**config.mk**
```make
export PLATFORM = sky130hd
export DESIGN_NAME = gt_operand_loader
export DESIGN_NICKNAME = d
export VERILOG_FILES = /design/src/rtl/gt_operand_loader.sv
export SDC_FILE = /design/constraint.sdc
export NUM_CORES = 1
export LEC_CHECK = 0
export BUFFER_PORTS_ARGS = -buffer_cell sky130_fd_sc_hd__buf_2
export CORE_MARGIN = 4
export CORE_UTILIZATION = 25
export CTS_CLUSTER_DIAMETER = 100
export DETAILED_ROUTE_END_ITERATION = 10
export GPL_TIMING_DRIVEN = 0
export HOLD_SLACK_MARGIN = 0.03
export PLACE_DENSITY = 0.36
export SLEW_MARGIN = 20
export SYNTH_ARGS = -nofsm -noshare
export SYNTH_HDL_FRONTEND = slang
export SYNTH_SLANG_ARGS = --single-unit
```
**constraint.sdc**
```tcl
create_clock -name clk -period 2 [get_ports clk]
set_clock_uncertainty 0.1 [all_clocks]
set_input_delay 0.4 -clock clk [delete_from_list [all_inputs] [get_ports clk]]
set_output_delay 0.4 -clock clk [all_outputs]
set_load 0.1 [all_outputs]
```
**src/rtl/gt_operand_loader.sv**
```systemverilog
// Switch/button front-end for the 2-bit greater-than comparator: synchronize, debounce, capture on press.
// Optional build macro GT_AUTO_LOAD_EN: also capture in IDLE whenever the debounced switches differ from a_q/b_q.
module gt_operand_loader #(
  parameter int DEBOUNCE_CYCLES = 1000000,
  parameter int SYNC_STAGES     = 2
) (
  input  logic       clk,
  input  logic       rst,
  input  logic [3:0] sw,
  input  logic       btn_load,
  output logic [1:0] a_q,
  output logic [1:0] b_q,
  output logic       op_valid,
  output logic       loaded
);

  localparam int CW = $clog2(DEBOUNCE_CYCLES);
  localparam logic [CW-1:0] CNT_LAST = CW'(DEBOUNCE_CYCLES - 1);

  typedef enum logic {
    IDLE,
    HOLD
  } state_t;

  // Bit 4 carries the button, bits 3:0 the switches, through every stage.
  logic [4:0]    sync_q [SYNC_STAGES];
  logic [4:0]    synced;
  logic [4:0]    db_q;
  logic [CW-1:0] cnt_q  [5];
  logic          db_btn;
  logic [3:0]    db_sw;
  state_t        state_q;
  state_t        state_d;
  logic          capture;

  assign synced = sync_q[SYNC_STAGES-1];
  assign db_btn = db_q[4];
  assign db_sw  = db_q[3:0];

  // Stage boundary: raw asynchronous inputs -> synchronizer chain
  always_ff @(posedge clk) begin
    if (rst) begin
      for (int i = 0; i < SYNC_STAGES; i++) sync_q[i] <= '0;
    end else begin
      sync_q[0] <= {btn_load, sw};
      for (int i = 1; i < SYNC_STAGES; i++) sync_q[i] <= sync_q[i-1];
    end
  end

  // Stage boundary: synchronized bits -> debounced bits
  always_ff @(posedge clk) begin
    if (rst) begin
      db_q <= '0;
      for (int i = 0; i < 5; i++) cnt_q[i] <= '0;
    end else begin
      for (int i = 0; i < 5; i++) begin
        if (synced[i] == db_q[i]) begin
          cnt_q[i] <= '0;
        end else if (cnt_q[i] == CNT_LAST) begin
          db_q[i]  <= ~db_q[i];
          cnt_q[i] <= '0;
        end else begin
          cnt_q[i] <= cnt_q[i] + CW'(1);
        end
      end
    end
  end

  always_comb begin
    state_d = state_q;
    capture = 1'b0;
    case (state_q)
      IDLE: begin
        if (db_btn) begin
          capture = 1'b1;
          state_d = HOLD;
        end
`ifdef GT_AUTO_LOAD_EN
        else if (db_sw != {a_q, b_q}) begin
          capture = 1'b1;
        end
`endif
      end
      HOLD: begin
        if (!db_btn) state_d = IDLE;
      end
      default: state_d = IDLE;
    endcase
  end

  // Stage boundary: debounced values -> captured operand registers
  always_ff @(posedge clk) begin
    if (rst) begin
      state_q  <= IDLE;
      a_q      <= '0;
      b_q      <= '0;
      op_valid <= 1'b0;
      loaded   <= 1'b0;
    end else begin
      state_q  <= state_d;
      op_valid <= capture;
      if (capture) begin
        a_q    <= db_sw[3:2];
        b_q    <= db_sw[1:0];
        loaded <= 1'b1;
      end
    end
  end

endmodule

```
# Yosys cells after proc, flatten, opt, wreduce, memory -nomap -nowiden
# Memories as Yosys holds them, arrays and structs flattened.
# Index checks and enable logic that the tools add are counted.
dict set report op_classes {
  addsub 5
  eq_ne 10
  n_mux 77
  bitwise_logic 27
  n_reduce_logical 5
}
# operator count
set op_table {}
lappend op_table {{20-bit 2-to-1 mux} 15}
lappend op_table {{20-bit by 1-bit adder with 20-bit output (second input constant)} 5}
lappend op_table {{20-bit == test (second input constant)} 5}
lappend op_table {{1-bit 2-to-1 mux} 60}
lappend op_table {{1-bit OR} 17}
lappend op_table {{5-bit 2-to-1 mux} 2}
lappend op_table {{1-bit inverter} 10}
lappend op_table {{2-bit AND reduction} 5}
lappend op_table {{1-bit == test} 5}
dict set report totals {
  reg_bits 12
  ram_bits 110
  inputBits 7
  out_inout_bits 6
  word_cells 136
  memories 2
}
# name depth width read_ports rd_ports_with_merged_regs write_ports line
set memory_table {}
lappend memory_table {cnt_q 5 20 5 0 5 29} ;# logic [CW-1:0] cnt_q [5];
lappend memory_table {sync_q 2 5 2 0 2 26} ;# logic [4:0] sync_q [SYNC_STAGES];

# Longest topological paths before layout
dict set report logic_depth {
  ltp_word 7
  mapped_depth 6
  depth_no_buf 5
}

# Worst setup path after synthesis
# Ideal clock, no wire load.
dict set report synth_timing {
  kind {register -> register}
  start {memory cnt_q[1][12] (netlist name)}
  end {memory cnt_q[1][9] (netlist name), data pin}
  setup_ps 254
  arrival_time_ps 1863
  required_time_ps 1646
  path_slack_ps -217
  stages_incl_launch_ff 6
  n_path_buf 1
  synth_period_minus_slack_ps 2217
  path_cell_list {edfxtp_1 or4b_1 or4_4 o21ai_4 buf_6 nor2_1}
}
# element line
set synth_rtl {}
lappend synth_rtl {{start, declared} 29}

==> impl_metrics.ini <==
[worst_setup_path]
cp_slowest_stage_delay_ps = 530
crit_fanout = 9
worstPathArrival_ps = 2290
path_cells = or4b_1, or4_4, o21ai_4, buf_12, a21oi_1
crit_slowest_cell = or4b_1
path_class = reg2reg
r2r_slack_ps = -240
worstRegToRegCells = 5
endpoint_kind = flip-flop
crit_path_start_kind = flip-flop
r2r-start = cnt_q[1][11]$_SDFFCE_PN0P_
reg2reg_to = cnt_q[1][18]$_SDFFCE_PN0P_
critical_path_required_ps = 2060

[sta]
hold_viol_final = 0
fin_crit_ps = 2240
slew_headroom_pct = 66.4
period_share_pct = 112
worstMarginPinSlew_ps = 504
slew_viol_final = 0
fmax_mhz = 447
finalSetupViolations = 22
grt_setup_unrepaired = yes
setup_ws_ps = -237

[floorplanning]
rows = 57
die_height_um = 167
fp.dieW_um = 167
core_sq_um = 24600
initial_utilization_pct = 25.7
io_pins = 13
die_area_sq_um = 27900

[finish]
seq_area_sq_um = 3440
drive_above_1_share_pct = 25.6
multi_input_area_sq_um = 3480
nFillCells = 2538
antenna_cells = 0
fin_nets = 828
syn_to_final_growth_pct = 39.2

[route]
routedWlPerCell_um = 12.5
dr.pass1.iters = 5
first_iter_violations = 239
vias = 5000
wl_met3_um = 373
drcViolationCount = 0
wl_met2_mm = 6.90
top_layer_used = met4
drtAntennaViolNets = 0
vias_per_cell = 4.34
wirelength_mm = 14.4
met1_length_mm = 6.96

[placement]
post-place-ws_ps = -455
hpwl_mm = 9.58
gp_congestion = 0.730
io_buffers = 11

[power]
total_power_mw = 6.33
power.density_nw_per_um2 = 718
ir_worst_vdd_mv = 0.485
leakage_nw = 3.08

[min_path]
min_from = sw[1]
min_to = sync_q[0][1]$_SDFF_PP0_
hold_path.class = in2reg
worstHoldPathCells = 2

[global_route]
grt_usage_pct = 10.5
grt_pass1_vias = 5017
grt_max_degree = 17
grt_pass1_wl_mm = 24.4
antenna_found_initial = 0
grt-ovfl-total = 0

[yosys]
ys.flop_type = edfxtp_1
yosys_warnings = 0
avgSynthCellArea_sq_um = 10.4
synth-seq-area-share_pct = 54.4
synthArstFlopShare_pct = 0
yosysTopAreaCellShare_pct = 47.4
synth-edff-count = 100
synthCells = 609
netlist_area_sq_um = 6330
synth_seq_cells = 122
ys_types = 43
synth_area_leaders = edfxtp_1, dfxtp_1, xnor2_1
synth_top_area_cell = edfxtp_1

[job]
drv_cap = 0

[clocking]
numCtsBuffers = 17
clk_pin_slew_worst_paths_ps = 60
root_buffer = clkbuf_16
clock_path_buffers = 2
htreeDepth = 4
cts_sinks = 122
clk_latency_ps = 410
cts_tree = yes

[outcome]
violations = setup timing
status = complete, but fails checks
==> metal layers <==
metal,up-vias,GRT usage (%)
li1,2580,-
met1,2353,13.7
met2,53,17.4
met3,14,2.76
met4,0,2.79
met5,-,0
==> critical path, delay by kind of cell, from the launching register on <==
family,cells,cell delay [ps]
and+or+nand+nor,2,1060
DFF,1,400
buffers and inverters,1,160
AOI/OAI and AO/OA,2,280
==> cell families after synthesis <==
kind of cell	count (synthesis)	synth area share [%]
compound gates	79	7.37
fa+ha+maj	5	0.988
buf+inv	38	2.73
flops	122	54.4
xor+xnor	65	8.99
simple gates	299	25.5
other cells	1	0.0592
==> where the power goes <==
group	switching, mW	internal (mW)
sequential	0.0987	2.85
clock	1.11	1.93
combinational	0.184	0.164
==> sequential cells by signal, summed over array words and instances (netlist names) <==
register,cells
sync_q,10
cnt_q,100
b_q,2
loaded,1
db_q,5
a_q,2
state_q,1
op_valid,1
==> placed cells by master, fill, tap and decap left out, types with 4 or more instances in the layout <==
cell         n
nor2_2       9
clkbuf_1     4
nand2_1     33
dfxtp_1     22
inv_1       23
clkinv_1     4
conb_1     100
xnor2_1     39
and4_1       4
nor4_1      12
xor2_1      26
o21ai_0     18
a21oi_2     13
buf_6       10
or3_1       17
nand4b_1     4
nor2_4       8
nor2_1      62
nand4_1     20
buf_4       76
and3_1      10
nor3_1      12
nor4b_2      5
o31ai_1     13
a21oi_1     26
buf_2       12
or4_1        9
edfxtp_1   100
nand3_2      8
nand3_1     37
clkbuf_16   18
clkinv_2     5
or4_4        8
nor2b_1     13
==> metrics by stage <==
stage          std cells  cell area [sq um]  TNS, ps  utilization [%]  hold WS (ps)
6_report            1153               8820    -4560             35.8           119
5_1_grt             1153               8820    -7140             35.8           124
2_1_floorplan        708               6740    -2930                -           314
3_3_place_gp        1043               7200   -26110             29.2           324
3_5_place_dp        1043               7200   -26100             29.2           327
4_1_cts             1109               8150    -5120             33.1           107
==> worst max-delay path by stage <==
| stage | startpoint | end | depth (start not counted) |
|---|---|---|---|
| 2_1_floorplan | cnt_q[1][12]$_SDFFCE_PN0P_ | cnt_q[1][9]$_SDFFCE_PN0P_ | 5 |
| 3_3_place_gp | cnt_q[1][12]$_SDFFCE_PN0P_ | cnt_q[1][8]$_SDFFCE_PN0P_ | 5 |
| 3_5_place_dp | cnt_q[1][11]$_SDFFCE_PN0P_ | cnt_q[1][8]$_SDFFCE_PN0P_ | 5 |
| 4_1_cts | cnt_q[1][11]$_SDFFCE_PN0P_ | cnt_q[1][19]$_SDFFCE_PN0P_ | 5 |
| 5_1_grt | cnt_q[1][11]$_SDFFCE_PN0P_ | cnt_q[1][18]$_SDFFCE_PN0P_ | 5 |
| 6_report | cnt_q[1][11]$_SDFFCE_PN0P_ | cnt_q[1][18]$_SDFFCE_PN0P_ | 5 |
==> synth_stat cells, types with 3 or more instances <==
library cell,count
nor2_1,79
xor2_1,26
buf_6,3
nand2_1,36
nand4b_1,4
nand3_1,46
nor3_1,12
clkbuf_1,6
and3_1,10
and4_1,5
or3_1,20
nor2b_1,13
a31o_2,3
and2_1,3
o31ai_1,13
buf_2,6
dfxtp_1,22
nor4_1,15
inv_1,23
xnor2_1,39
nand4_1,20
or4_1,15
o21ai_0,18
a21oi_1,39
edfxtp_1,100
nor4b_1,7
ha_1,5
==> area by class of cell <==
cell class	count	share of cell area [%]
buffer	11	1.21
sequential	122	39.1
tap	324	4.60
timing repair buffer	93	8.20
multi-input combinational	548	39.5
inverter	23	0.979
clock buffer	20	4.95
clock inverter	12	1.48
==> repair_timing <==
item / in CTS / in global routing
gates cloned: 2 / 3
hold buffers: 0 / 0
setup endpoints to repair: 97 / 99
resized for setup: 29 / 79
pin swaps: 12 / 38
buffers inserted: 36 / 41
No activity file was read; power rests on OpenSTA's default activity.
